`src/rtl/qbert_pkg.sv`:
```
// Shared types for the Qbert jump controller: FSM states, jump
// directions, cube index, sprite box and the cube -> visited-bit map.
package qbert_pkg;

    typedef enum logic [2:0] {
        IDLE,
        CALC,
        JUMP,
        FALL,
        OVER
    } state_e;

    typedef enum logic [1:0] {
        DOWN_A = 2'd0,
        DOWN_B = 2'd1,
        UP_A   = 2'd2,
        UP_B   = 2'd3
    } dir_e;

    typedef struct packed {
        logic [1:0] r;
        logic [1:0] n;
    } cube_t;

    typedef struct packed {
        logic signed [11:0] x0;
        logic signed [11:0] x1;
        logic signed [11:0] y0;
        logic signed [11:0] y1;
    } box_t;

    localparam cube_t      HOME     = '{r: 2'd3, n: 2'd1};
    localparam logic [5:0] VIS_INIT = 6'b000001;
    localparam logic [5:0] VIS_ALL  = 6'b111111;

    // bit order {R1n1,R1n2,R1n3,R2n1,R2n2,R3n1}
    function automatic logic [5:0] vis_bit(input cube_t c);
        case ({c.r, c.n})
            4'b01_01: return 6'b100000;
            4'b01_10: return 6'b010000;
            4'b01_11: return 6'b001000;
            4'b10_01: return 6'b000100;
            4'b10_10: return 6'b000010;
            4'b11_01: return 6'b000001;
            default:  return 6'b000000;
        endcase
    endfunction

endpackage

```
`src/rtl/qbert_jump_ctrl_if.sv`:
```
// Jump request handshake: requester holds jump_req until jump_ack pulses.
interface qbert_jump_ctrl_if;

    logic       jump_req;
    logic [1:0] jump_dir;
    logic       jump_ack;

    modport master (
        output jump_req,
        output jump_dir,
        input  jump_ack
    );

    modport slave (
        input  jump_req,
        input  jump_dir,
        output jump_ack
    );

endinterface

```
`src/rtl/qbert_cube_coord.sv`:
```
// Combinational cube (r,n) + live map geometry -> Qbert sprite box.
module qbert_cube_coord
    import qbert_pkg::*;
#(
    parameter int QBERT_W = 20,
    parameter int QBERT_H = 20
) (
    input  cube_t       cube,
    input  logic [10:0] xlength,
    input  logic [10:0] xdiag_demi,
    input  logic [10:0] rank1_x_offset,
    input  logic [9:0]  ydiag_demi,
    input  logic [9:0]  rank1_y_offset,
    output box_t        box
);

    localparam logic signed [11:0] W_M1   = 12'(QBERT_W - 1);
    localparam logic signed [11:0] H_M1   = 12'(QBERT_H - 1);
    localparam logic signed [11:0] H_HALF = 12'(QBERT_H / 2);

    logic signed [11:0] xl, xd, xo, yd, yo;
    logic signed [11:0] rm, nm, cx, cy;

    always_comb begin
        xl = $signed({1'b0, xlength});
        xd = $signed({1'b0, xdiag_demi});
        xo = $signed({1'b0, rank1_x_offset});
        yd = $signed({2'b00, ydiag_demi});
        yo = $signed({2'b00, rank1_y_offset});
        rm = $signed({10'd0, cube.r - 2'd1});
        nm = $signed({10'd0, cube.n - 2'd1});
        cx = xo - rm * (xl + xd + 12'sd1);
        cy = yo + rm * yd + nm * (yd + yd + 12'sd1);
        box.x0 = cx + xl + 12'sd1;
        box.x1 = box.x0 + W_M1;
        box.y0 = cy + yd - H_HALF;
        box.y1 = box.y0 + H_M1;
    end

endmodule

```
`src/rtl/qbert_jump_ctrl.sv`:
```
// Qbert move sequencer: jump handshake, sprite animation, visited mask.
// Define QBERT_FALL_EN to let invalid targets fall and cost a life.
module qbert_jump_ctrl
    import qbert_pkg::*;
#(
    parameter int QBERT_W     = 20,
    parameter int QBERT_H     = 20,
    parameter int JUMP_LOG2   = 3,
    parameter int FALL_FRAMES = 16,
    parameter int FALL_STEP   = 8,
    parameter int LIVES_INIT  = 3
) (
    input  logic                CLK_33,
    input  logic                reset,
    input  logic                frame_tick,
    input  logic                level_reset,
    qbert_jump_ctrl_if.slave    jif,
    input  logic [10:0]         XLENGTH,
    input  logic [10:0]         XDIAG_DEMI,
    input  logic [10:0]         RANK1_X_OFFSET,
    input  logic [9:0]          YDIAG_DEMI,
    input  logic [9:0]          RANK1_Y_OFFSET,
    output logic [10:0]         QBERT_POSITION_X0,
    output logic [10:0]         QBERT_POSITION_X1,
    output logic [9:0]          QBERT_POSITION_Y0,
    output logic [9:0]          QBERT_POSITION_Y1,
    output logic                qbert_jump,
    output logic [5:0]          visited,
    output logic [1:0]          lives,
    output logic                level_done,
    output logic                game_over
);

    localparam int KW = JUMP_LOG2 + 1;
    localparam int FW = $clog2(FALL_FRAMES + 1);
    localparam logic [KW-1:0] K_LAST = KW'(2 ** JUMP_LOG2 - 1);
    localparam logic [FW-1:0] F_LAST = FW'(FALL_FRAMES - 1);
    localparam logic signed [11:0] STEP = 12'(FALL_STEP);

    typedef struct packed {
        state_e             state;
        cube_t              cube;
        dir_e               dir;
        logic [KW-1:0]      k;
        logic [FW-1:0]      fcnt;
        box_t               pos;
        box_t               dst;
        logic signed [11:0] ddx;
        logic signed [11:0] ddy;
        logic [5:0]         visited;
        logic [1:0]         lives;
        logic               done;
        logic               over;
        logic               ack;
        logic               jump;
    } regs_t;

    regs_t st_q, st_d, init_s;
    cube_t src_cube, tgt;
    box_t  src_box, dst_box;
    logic  tgt_ok;
    logic signed [3:0]  tr, tn;
    logic signed [11:0] sx, sy;

    function automatic logic signed [11:0] fall_x(input logic signed [11:0] x);
        return (x >= STEP) ? x - STEP : 12'sd0;
    endfunction

    // Respawn and reset boxes always come from the home cube.
    assign src_cube = (reset || level_reset || st_q.state == FALL) ?
                      HOME : st_q.cube;

    qbert_cube_coord #(.QBERT_W(QBERT_W), .QBERT_H(QBERT_H)) u_src (
        .cube           (src_cube),
        .xlength        (XLENGTH),
        .xdiag_demi     (XDIAG_DEMI),
        .rank1_x_offset (RANK1_X_OFFSET),
        .ydiag_demi     (YDIAG_DEMI),
        .rank1_y_offset (RANK1_Y_OFFSET),
        .box            (src_box)
    );

    qbert_cube_coord #(.QBERT_W(QBERT_W), .QBERT_H(QBERT_H)) u_dst (
        .cube           (tgt),
        .xlength        (XLENGTH),
        .xdiag_demi     (XDIAG_DEMI),
        .rank1_x_offset (RANK1_X_OFFSET),
        .ydiag_demi     (YDIAG_DEMI),
        .rank1_y_offset (RANK1_Y_OFFSET),
        .box            (dst_box)
    );

    always_comb begin
        tr = $signed({2'b00, st_q.cube.r});
        tn = $signed({2'b00, st_q.cube.n});
        unique case (st_q.dir)
            DOWN_A: tr = tr - 4'sd1;
            DOWN_B: begin
                tr = tr - 4'sd1;
                tn = tn + 4'sd1;
            end
            UP_A: begin
                tr = tr + 4'sd1;
                tn = tn - 4'sd1;
            end
            UP_B: tr = tr + 4'sd1;
        endcase
        tgt_ok = (tr >= 4'sd1) && (tr <= 4'sd3) &&
                 (tn >= 4'sd1) && (tn <= 4'sd4 - tr);
        tgt = '{r: tr[1:0], n: tn[1:0]};
    end

    always_comb begin
        init_s         = '0;
        init_s.state   = IDLE;
        init_s.cube    = HOME;
        init_s.dir     = DOWN_A;
        init_s.pos     = src_box;
        init_s.dst     = src_box;
        init_s.visited = VIS_INIT;
        init_s.lives   = 2'(LIVES_INIT);
    end

    always_comb begin
        sx = $signed(st_q.ddx) >>> JUMP_LOG2;
        sy = $signed(st_q.ddy) >>> JUMP_LOG2;
        st_d     = st_q;
        st_d.ack = 1'b0;
        if (level_reset) begin
            st_d = init_s;
        end else begin
            unique case (st_q.state)
                IDLE: begin
                    if (jif.jump_req && !st_q.done && !st_q.over &&
                        st_q.visited != VIS_ALL) begin
                        st_d.ack   = 1'b1;
                        st_d.dir   = dir_e'(jif.jump_dir);
                        st_d.state = CALC;
                    end
                end
                CALC: begin
                    if (tgt_ok) begin
                        st_d.pos   = src_box;
                        st_d.dst   = dst_box;
                        st_d.ddx   = dst_box.x0 - src_box.x0;
                        st_d.ddy   = dst_box.y0 - src_box.y0;
                        st_d.k     = '0;
                        st_d.cube  = tgt;
                        st_d.state = JUMP;
                        st_d.jump  = 1'b1;
                    end else begin
`ifdef QBERT_FALL_EN
                        st_d.pos   = src_box;
                        st_d.fcnt  = '0;
                        st_d.state = FALL;
                        st_d.jump  = 1'b1;
`else
                        st_d.state = IDLE;
`endif
                    end
                end
                JUMP: begin
                    if (frame_tick) begin
                        if (st_q.k == K_LAST) begin
                            // land exactly; the shifted steps drift
                            st_d.pos     = st_q.dst;
                            st_d.visited = st_q.visited | vis_bit(st_q.cube);
                            st_d.state   = IDLE;
                            st_d.jump    = 1'b0;
                        end else begin
                            st_d.k      = st_q.k + KW'(1);
                            st_d.pos.x0 = st_q.pos.x0 + sx;
                            st_d.pos.x1 = st_q.pos.x1 + sx;
                            st_d.pos.y0 = st_q.pos.y0 + sy;
                            st_d.pos.y1 = st_q.pos.y1 + sy;
                        end
                    end
                end
                FALL: begin
                    if (frame_tick) begin
                        st_d.pos.x0 = fall_x(st_q.pos.x0);
                        st_d.pos.x1 = fall_x(st_q.pos.x1);
                        st_d.fcnt   = st_q.fcnt + FW'(1);
                        if (st_q.fcnt == F_LAST) begin
                            st_d.lives = st_q.lives - 2'd1;
                            st_d.jump  = 1'b0;
                            if (st_q.lives == 2'd1) begin
                                st_d.over  = 1'b1;
                                st_d.state = OVER;
                            end else begin
                                st_d.pos   = src_box;
                                st_d.cube  = HOME;
                                st_d.state = IDLE;
                            end
                        end
                    end
                end
                default: ;
            endcase
            st_d.done = st_q.done | (st_q.visited == VIS_ALL);
        end
    end

    always_ff @(posedge CLK_33) begin
        if (reset) st_q <= init_s;
        else       st_q <= st_d;
    end

    assign jif.jump_ack       = st_q.ack;
    assign QBERT_POSITION_X0  = st_q.pos.x0[10:0];
    assign QBERT_POSITION_X1  = st_q.pos.x1[10:0];
    assign QBERT_POSITION_Y0  = st_q.pos.y0[9:0];
    assign QBERT_POSITION_Y1  = st_q.pos.y1[9:0];
    assign qbert_jump         = st_q.jump;
    assign visited            = st_q.visited;
    assign lives              = st_q.lives;
    assign level_done         = st_q.done;
    assign game_over          = st_q.over;

endmodule

```
`src/flat_wrapper.sv`:
```
// flat-port wrapper written by rule: the top's interface ports become plain ports
module qbert_jump_ctrl_flat import qbert_pkg::*;
#(
    parameter int QBERT_W     = 20,
    parameter int QBERT_H     = 20,
    parameter int JUMP_LOG2   = 3,
    parameter int FALL_FRAMES = 16,
    parameter int FALL_STEP   = 8,
    parameter int LIVES_INIT  = 3
)
  (CLK_33, reset, frame_tick, level_reset, XLENGTH, XDIAG_DEMI, RANK1_X_OFFSET, YDIAG_DEMI, RANK1_Y_OFFSET, QBERT_POSITION_X0, QBERT_POSITION_X1, QBERT_POSITION_Y0, QBERT_POSITION_Y1, qbert_jump, visited, lives, level_done, game_over, jif_jump_req, jif_jump_dir, jif_jump_ack);
  qbert_jump_ctrl_if jif_i ();
  input  logic CLK_33;
  input  logic reset;
  input  logic frame_tick;
  input  logic level_reset;
  input  logic [10:0] XLENGTH;
  input  logic [10:0] XDIAG_DEMI;
  input  logic [10:0] RANK1_X_OFFSET;
  input  logic [9:0] YDIAG_DEMI;
  input  logic [9:0] RANK1_Y_OFFSET;
  output logic [10:0] QBERT_POSITION_X0;
  output logic [10:0] QBERT_POSITION_X1;
  output logic [9:0] QBERT_POSITION_Y0;
  output logic [9:0] QBERT_POSITION_Y1;
  output logic qbert_jump;
  output logic [5:0] visited;
  output logic [1:0] lives;
  output logic level_done;
  output logic game_over;
  input wire logic [$bits(jif_i.jump_req)-1:0] jif_jump_req;
  input wire logic [$bits(jif_i.jump_dir)-1:0] jif_jump_dir;
  output wire logic [$bits(jif_i.jump_ack)-1:0] jif_jump_ack;
  assign jif_i.jump_req = jif_jump_req;
  assign jif_i.jump_dir = jif_jump_dir;
  assign jif_jump_ack = jif_i.jump_ack;
  qbert_jump_ctrl #(.QBERT_W(QBERT_W), .QBERT_H(QBERT_H), .JUMP_LOG2(JUMP_LOG2), .FALL_FRAMES(FALL_FRAMES), .FALL_STEP(FALL_STEP), .LIVES_INIT(LIVES_INIT)) u_core (.CLK_33(CLK_33), .reset(reset), .frame_tick(frame_tick), .level_reset(level_reset), .jif(jif_i), .XLENGTH(XLENGTH), .XDIAG_DEMI(XDIAG_DEMI), .RANK1_X_OFFSET(RANK1_X_OFFSET), .YDIAG_DEMI(YDIAG_DEMI), .RANK1_Y_OFFSET(RANK1_Y_OFFSET), .QBERT_POSITION_X0(QBERT_POSITION_X0), .QBERT_POSITION_X1(QBERT_POSITION_X1), .QBERT_POSITION_Y0(QBERT_POSITION_Y0), .QBERT_POSITION_Y1(QBERT_POSITION_Y1), .qbert_jump(qbert_jump), .visited(visited), .lives(lives), .level_done(level_done), .game_over(game_over));
endmodule
```
`config.mk`:
```
export PLATFORM = sky130hd
export DESIGN_NAME = qbert_jump_ctrl_flat
export DESIGN_NICKNAME = d
export VERILOG_FILES = /design/src/rtl/qbert_pkg.sv /design/src/rtl/qbert_jump_ctrl_if.sv /design/src/rtl/qbert_cube_coord.sv /design/src/rtl/qbert_jump_ctrl.sv /design/src/flat_wrapper.sv
export SDC_FILE = /design/constraint.sdc
export NUM_CORES = 1
export LEC_CHECK = 0
export CAP_MARGIN = 15
export CORE_MARGIN = 2
export CORE_UTILIZATION = 45
export CTS_CLUSTER_DIAMETER = 50
export DETAILED_ROUTE_END_ITERATION = 8
export SETUP_SLACK_MARGIN = 0.1
export SYNTH_ARGS = -nofsm -noshare
export SYNTH_HDL_FRONTEND = slang
export SYNTH_SLANG_ARGS = --single-unit
```
`constraint.sdc`:
```
create_clock -name CLK_33 -period 11.5 [get_ports CLK_33]
set_input_delay 2.3 -clock CLK_33 [delete_from_list [all_inputs] [get_ports CLK_33]]
set_output_delay 2.3 -clock CLK_33 [all_outputs]
set_load 0.05 [all_outputs]
```
==> metrics, run 1 <==
hold crit path type=flop to flop; die area=38900 um2; flip-flop and latch area=3600 um2; Hold Startpoint=u_core.st_q[15]; I/O pin cnt=114; Worst Hold Path Cells=2; Vias=13.8k; # setup viols final=0; root buf cell=clkbuf_16; Post-Place Worst Slack=2140 ps; Worst Path Arrival=9290 ps; CP max FO=11; PD cells=302 nW/um2; f_max=0.112 GHz; Finished Core Util=0.508; post-synthesis net count=2339; post-synthesis register bit count=136; leakage power=8.26 nW; Clock Path Buffers=2; Post-DP Area=18100 um2; antenna diode count=0; Clock transition at path regs=70 ps; initial antenna violation count=1; slowest stage cell, crit path=nor3_2; area used by multi-input combinational logic=11500 um2; DIE WIDTH=197 um; reg2reg setup slack=3330 ps; CP endpoint kind=flop; core footprint=36700 um2; # port buffers=113; Mapped Avg Cell Area=8.63 um2; # fillers=3436; worst reg2reg startpoint=u_core.st_q[145]; initial DRC count=1126; WL per Instance=18.8 um; register area share after synthesis=0.214; CP startpoint kind=input pin; Final Worst Setup Slack=2580 ps; Crit path max-delay family=adder cells; drt first pass iters=6; max-cap violations=0; RSZ-0062 raised after global routing=no; hold buffer count at CTS=0; CP required=11870 ps; CTS tree=yes; largest net degree at the start of global routing=65; Die H=197 um; total CTS buffers=17; fin crit share=0.775; outcome=complete, no violations; hold endpoint=u_core.st_q[15]; row count=70; clock latency on the worst-skew pair=440 ps; Hold WS=487 ps; Rel. slew slack=0.224; max-slew violation count=0; DP Wirelength=36000 um; post-CTS sizing=0; CP Class=input pin to flop; worst vdd ir=157 uV; GRT overflow=0; fin crit period=8920 ps; Synth warnings=0; Finished Cell Area=18700 um2; Post-Syn Area=16800 um2; FF-to-FF path depth=28; Antenna Violating Nets Remaining=0; WL final=46400 um; Yosys cell types=73; final routed DRC violation total=0; Final Hold Viols=0; number of H-tree levels=4; CP Buf/Inv Count=3; Crit Reg-Reg Endpoint=u_core.st_q[23]; NumNets Final=2375; prevailing post-synth register cell=edfxtp_1; share of cells above drive strength 1=0.0366; area growth from synthesis to layout=11.0%; Initial Util=0.458; worst slew pin tran=1160 ps; Total Routing Usage GR=0.246; Crit path largest cell delay=700 ps; GPL Wtd Cong=0.869; Clock Sinks=136; Setup TNS=0 ps; Post-CTS Setup Bufs=0; Post-synth EDFFs=88; critical path's most frequent cell=ha_1; post-synthesis async set-or-reset flop share=0; via count of the first global-routing pass=13.7k; first-pass GRT wire length=74800 um; vias per inst=5.58; worst clock skew=16.5 ps; cells after synthesis=1948
synth_stat cells, types with 4 or more instances:
cell | number | area [um2]
nor2b_1 | 22 | 138
xor2_1 | 60 | 526
a222oi_1 | 8 | 80.1
o21ai_0 | 95 | 475
ha_1 | 210 | 2630
o21a_1 | 6 | 45.0
edfxtp_1 | 88 | 2640
nand2_1 | 167 | 627
o31ai_1 | 4 | 30.0
xnor2_1 | 94 | 823
or3_1 | 12 | 75.1
and3_1 | 11 | 68.8
nor2_1 | 121 | 454
nand2b_1 | 18 | 113
a21o_1 | 26 | 195
nor4_1 | 9 | 56.3
a31oi_1 | 8 | 50.1
and2_1 | 36 | 225
a21boi_0 | 9 | 67.6
dfxtp_1 | 48 | 961
mux2i_1 | 10 | 100
nand3_1 | 42 | 210
clkbuf_1 | 55 | 206
or2_2 | 11 | 68.8
buf_1 | 4 | 15.0
nand3b_1 | 5 | 37.5
o22ai_1 | 60 | 375
fa_1 | 121 | 2420
buf_4 | 51 | 383
o21bai_1 | 22 | 165
a22oi_1 | 12 | 90.1
a21oi_1 | 114 | 571
a211oi_1 | 8 | 60.1
nor3_1 | 39 | 195
inv_1 | 285 | 1070
power breakdown:
group / switching (mW) / total [mW] / internal, mW
clock network: 0.234 / 0.555 / 0.321
registers: 0.138 / 0.936 / 0.798
logic: 2.46 / 4.14 / 1.67
state kept, by name, summed over array words and instances, names as in the netlist, 2 cells and up:
| signal | flops |
|---|---|
| u_core.st_q | 82 |
| u_core.QBERT_POSITION_X0 | 11 |
| u_core.QBERT_POSITION_X1 | 11 |
| u_core.QBERT_POSITION_Y0 | 10 |
| u_core.QBERT_POSITION_Y1 | 10 |
| u_core.visited | 6 |
| u_core.lives | 2 |
cell families after synthesis:
| logic type | count (synthesis) | synth area share |
|---|---|---|
| xor+xnor | 156 | 0.0830 |
| compound gates | 406 | 0.151 |
| buf+inv | 398 | 0.101 |
| simple gates | 509 | 0.143 |
| mux | 11 | 0.00663 |
| flops | 136 | 0.214 |
| fa+ha+maj | 332 | 0.301 |
cell type report:
cell class | instances | area share
multi-input cells | 1414 | 0.619
inverters | 286 | 0.0576
well taps | 468 | 0.0314
clock inverters | 8 | 0.00315
clock buffers | 24 | 0.0282
repair buffers | 129 | 0.0673
flip-flops and latches | 136 | 0.193
worst max path at each step:
stage / startpoint / to / slack (ps) / cells after the start
6_report: reset / u_core.st_q[35] / 2580 / 25
5_1_grt: reset / u_core.st_q[35] / 1940 / 25
4_1_cts: reset / u_core.st_q[35] / 2590 / 25
3_5_place_dp: reset / u_core.st_q[35] / 2140 / 25
3_3_place_gp: reset / u_core.st_q[35] / 2310 / 25
2_1_floorplan: reset / u_core.st_q[23] / 3040 / 30
cell usage in the layout (no fill, tap or decap), types with 36 or more instances in the layout:
cell type,n
a21oi_1,114
and2_1,36
clkdlybuf4s50_1,113
dfxtp_1,48
edfxtp_1,88
fa_1,121
ha_1,210
inv_1,285
nand2_1,166
nand3_1,42
nor2_1,116
nor3_1,38
o21ai_0,94
o22ai_1,60
xnor2_1,94
xor2_1,60
worst min-delay path: stages (launching register included):
cell     delay [ps]
dfxtp_1         330
nand2_1          60
a21oi_1          50
per-stage QoR:
step / instances / power [mW]
finish: 2465 / 5.63
global route: 2465 / 6.13
CTS: 2465 / 5.60
detailed placement: 2433 / 5.02
global placement: 2432 / 4.97
floorplan: 1948 / 4.07
routing by layer:
layer,wire length (um),vias up,global-route usage
li1,-,6603,-
met5,0,-,0
met2,20700,447,0.395
met4,565,0,0.0457
met1,22300,6664,0.358
met3,2770,42,0.0314
Power figures use the tool's default switching activity.
==> run 2: changes to the inputs <==
==> constraint.sdc (replaced) <==
create_clock -name CLK_33 -period 8.6 [get_ports CLK_33]
set_input_delay 1.72 -clock CLK_33 [delete_from_list [all_inputs] [get_ports CLK_33]]
set_output_delay 1.72 -clock CLK_33 [all_outputs]
set_load 0.05 [all_outputs]
==> metrics, run 2 (synthesized netlist as in run 1, its figures left out) <==
# port buffers=113; Crit path largest cell delay=590 ps; Worst Path Arrival=8220 ps; Total Routing Usage GR=0.239; Setup TNS=0 ps; slowest stage cell, crit path=buf_4; Hold WS=483 ps; antenna diode count=0; Finished Cell Area=18800 um2; GPL Wtd Cong=0.883; outcome=complete, no violations; DP Wirelength=36000 um; Vias=13.6k; Final Hold Viols=0; Post-CTS Setup Bufs=0; area used by multi-input combinational logic=11500 um2; commonest non-fill, non-tap cells in the layout=inv_1 (285), ha_1 (210), nand2_1 (166); CP endpoint kind=flop; max-cap violations=0; root buf cell=clkbuf_16; share of cells above drive strength 1=0.0471; NumNets Final=2394; hold buffer count at CTS=0; CP startpoint kind=input pin; CP max FO=64; core footprint=36700 um2; WL per Instance=18.2 um; Clock Sinks=136; largest net degree at the start of global routing=65; max-slew violation count=0; via count of the first global-routing pass=13.7k; clock latency on the worst-skew pair=430 ps; worst slew pin tran=1200 ps; leakage power=8.35 nW; I/O pin cnt=114; CP required=8930 ps; total power=7.64 mW; first-pass GRT wire length=73300 um; CTS tree=yes; Initial Util=0.458; # fillers=3537; Clock transition at path regs=70 ps; flip-flop and latch area=3600 um2; row count=70; # setup viols final=0; Largest Register=u_core.st_q; Rel. slew slack=0.200; final routed DRC violation total=0; Largest register FFs=82; Clock Path Buffers=2; hold crit path type=flop to flop; total CTS buffers=17; post-CTS sizing=0; critical path's most frequent cell=inv_1; PD cells=407 nW/um2; DIE WIDTH=197 um; die area=38900 um2; RSZ-0062 raised after global routing=no; worst clock skew=18.1 ps; fin crit period=7890 ps; vias per inst=5.48; WL final=45300 um; area growth from synthesis to layout=11.7%; Die H=197 um; drt first pass iters=6; Non-Filler Instances=2484; fin crit share=0.917; Post-DP Area=18200 um2; commonest non-fill, non-tap cell in the layout=inv_1; Antenna Violating Nets Remaining=0; initial DRC count=1130; CP Class=input pin to flop; number of H-tree levels=4; GRT overflow=0; initial antenna violation count=0; f_max=0.127 GHz; worst vdd ir=230 uV; placed insts=2451
-- run 2: path summary, 6_finish.rpt --
path / start / depth (start not counted) / endpoint / slack, ps
min: u_core.st_q[17] / 2 / u_core.st_q[17] / 480
min reg2reg: u_core.st_q[17] / 2 / u_core.st_q[17] / 480
max: reset / 29 / u_core.st_q[23] / 710
max reg2reg: u_core.st_q[143] / 28 / u_core.st_q[23] / 1020
-- run 2: where the power goes --
group          internal (mW)  total (mW)  switching [mW]
sequential              1.07        1.25           0.182
clock                  0.390       0.726           0.336
combinational           2.37        5.67            3.30
-- run 2: routing by layer --
metal	vias to the layer above	track usage	wire (um)
met5	-	0	0
met4	0	0.0560	751
met3	48	0.0201	2310
met2	426	0.385	20400
met1	6498	0.348	21800
li1	6650	-	-
-- run 2: layout make-up --
cell class | instances | area share
Multi-Input combinational cell | 1414 | 0.615
Sequential cell | 136 | 0.192
Inverter | 286 | 0.0572
Timing Repair Buffer | 148 | 0.0745
Clock buffer | 18 | 0.0234
Tap cell | 468 | 0.0312
Clock inverter | 14 | 0.00680
-- run 2: metrics by stage --
stage	setup slack, ps	util
after global routing	156	0.512
final	712	0.512
after detailed placement	293	0.496
after CTS	748	0.511
after floorplan	717	-
after global placement	448	0.496
-- run 2: critical path: cells and delay by family --
kind | cells | cell delay, ps
AOI/OAI and AO/OA | 7 | 1190
xor gates and xnor gates | 2 | 280
adders and majority gates | 7 | 2570
buffers and inverters | 9 | 1540
and+or+nand+nor | 4 | 880
==> run 3: changes to the inputs <==
--- a/config.mk
+++ b/config.mk
@@ -6,10 +6,11 @@
 export NUM_CORES = 1
 export LEC_CHECK = 0
 export CAP_MARGIN = 15
-export CORE_MARGIN = 2
-export CORE_UTILIZATION = 45
+export CORE_MARGIN = 5
+export CORE_UTILIZATION = 62
 export CTS_CLUSTER_DIAMETER = 50
 export DETAILED_ROUTE_END_ITERATION = 8
+export PLACE_DENSITY = 0.83
 export SETUP_SLACK_MARGIN = 0.1
 export SYNTH_ARGS = -nofsm -noshare
 export SYNTH_HDL_FRONTEND = slang
==> metrics, run 3 (synthesized netlist as in run 1, its figures left out) <==
outcome=complete, no violations; number of H-tree levels=4; WL final=44000 um; initial DRC count=1595; Non-Filler Instances=2347; Hold Startpoint=u_core.st_q[30]; reg2reg setup slack=830 ps; worst vdd ir=233 uV; # fillers=2012; post-CTS sizing=0; largest net degree at the start of global routing=65; worst reg2reg startpoint=u_core.st_q[145]; Rel. slew slack=0.227; Clock transition at path regs=70 ps; worst clock skew=14.9 ps; CP max FO=7; FF-to-FF path depth=27; DIE WIDTH=175 um; worst slew pin tran=1160 ps; CP endpoint kind=flop; placed insts=2313; total power=7.62 mW; WL per Instance=18.7 um; GRT overflow=0; Clock Sinks=136; CP required=8960 ps; Total Routing Usage GR=0.284; commonest non-fill, non-tap cells in the layout=inv_1 (285), ha_1 (210), nand2_1 (166); Largest register FFs=82; initial antenna violation count=1; PD cells=410 nW/um2; area growth from synthesis to layout=10.4%; CP Class=input pin to flop; clock latency on the worst-skew pair=440 ps; Post-CTS Setup Bufs=0; Setup TNS=0 ps; # port buffers=113; antenna diode count=0; die area=30500 um2; row count=60; hold buffer count at CTS=0; Crit Reg-Reg Endpoint=u_core.st_q[23]; vias per inst=6.03; RSZ-0062 raised after global routing=no; GPL Wtd Cong=0.958; fin crit share=0.923; max-cap violations=0; CTS tree=yes; Vias=14.1k; Worst Path Arrival=8290 ps; core footprint=26800 um2; share of cells above drive strength 1=0.0424; Initial Util=0.627; root buf cell=clkbuf_16; Antenna Violating Nets Remaining=0; first-pass GRT wire length=70800 um; CP endpoint=u_core.st_q[35]; NumNets Final=2384; fin crit period=7940 ps; Clock Path Buffers=2; CP startpoint kind=input pin; Die H=175 um; worst setup path start=XLENGTH[0]; # setup viols final=0; max-slew violation count=0; drt first pass iters=8; via count of the first global-routing pass=14.1k; leakage power=8.31 nW; hold crit path type=flop to flop; Final Hold Viols=0; final routed DRC violation total=0; total CTS buffers=17; Largest Register=u_core.st_q; commonest non-fill, non-tap cell in the layout=inv_1; I/O pin cnt=114; f_max=0.126 GHz; DP Wirelength=34300 um
[run 3: area by class of cell]
class                           instances  area (um2)  share of cell area
Multi-Input combinational cell       1414       11500               0.622
Sequential cell                       136        3600               0.194
Timing Repair Buffer                  138        1340              0.0719
Inverter                              286        1070              0.0578
Tap cell                              341         427              0.0230
Clock buffer                           17         425              0.0229
Clock inverter                         15         151             0.00816
[run 3: power breakdown]
part | internal [mW] | total, mW | switching (mW)
combinational | 2.34 | 5.63 | 3.29
clock | 0.387 | 0.736 | 0.349
sequential | 1.07 | 1.25 | 0.183
total | 3.79 | 7.62 | 3.83
[run 3: how the worst min path moves through the flow]
stage	end	slack, ps	cells after the start
after CTS	u_core.st_q[30]	490	2
after floorplan	u_core.visited[0]	430	1
after detailed placement	u_core.visited[0]	470	1
after global placement	u_core.st_q[30]	470	2
after global routing	u_core.st_q[30]	510	2
final	u_core.st_q[30]	490	2
[run 3: layer usage]
layer  vias up  GRT usage  wire length [um]
li1       6635          -                 -
met1      6649      0.387             18100
met2       753      0.464             20200
met3       111     0.0461              4260
met4         0     0.0966              1430
met5         -          0                 0
[run 3: through the flow]
step	setup WS, ps	util	cell area (um2)	hold slack [ps]
4_1_cts	700	0.691	18500	488
5_1_grt	167	0.693	18600	512
3_3_place_gp	544	0.670	18000	467
3_5_place_dp	288	0.670	18000	471
6_report	663	0.693	18600	491
2_1_floorplan	717	-	16800	429
[run 3: worst max-delay path, stage by stage]
cell and delay [ps]:
clkdlybuf4s50_1 600, inv_1 80, ha_1 240, fa_1 490
nand2b_1 190, fa_1 500, inv_1 50, ha_1 300
fa_1 540, inv_1 80, ha_1 340, nand3b_1 140
a2111oi_4 410, nor3_2 120, o21bai_1 160, xnor2_1 160
ha_1 300, o21ai_0 80, o21ai_0 190, o41ai_1 310
buf_4 190, o2111ai_1 170, maj3_1 420, a21oi_1 190
xnor2_1 130, nand2_1 60, a21oi_1 150
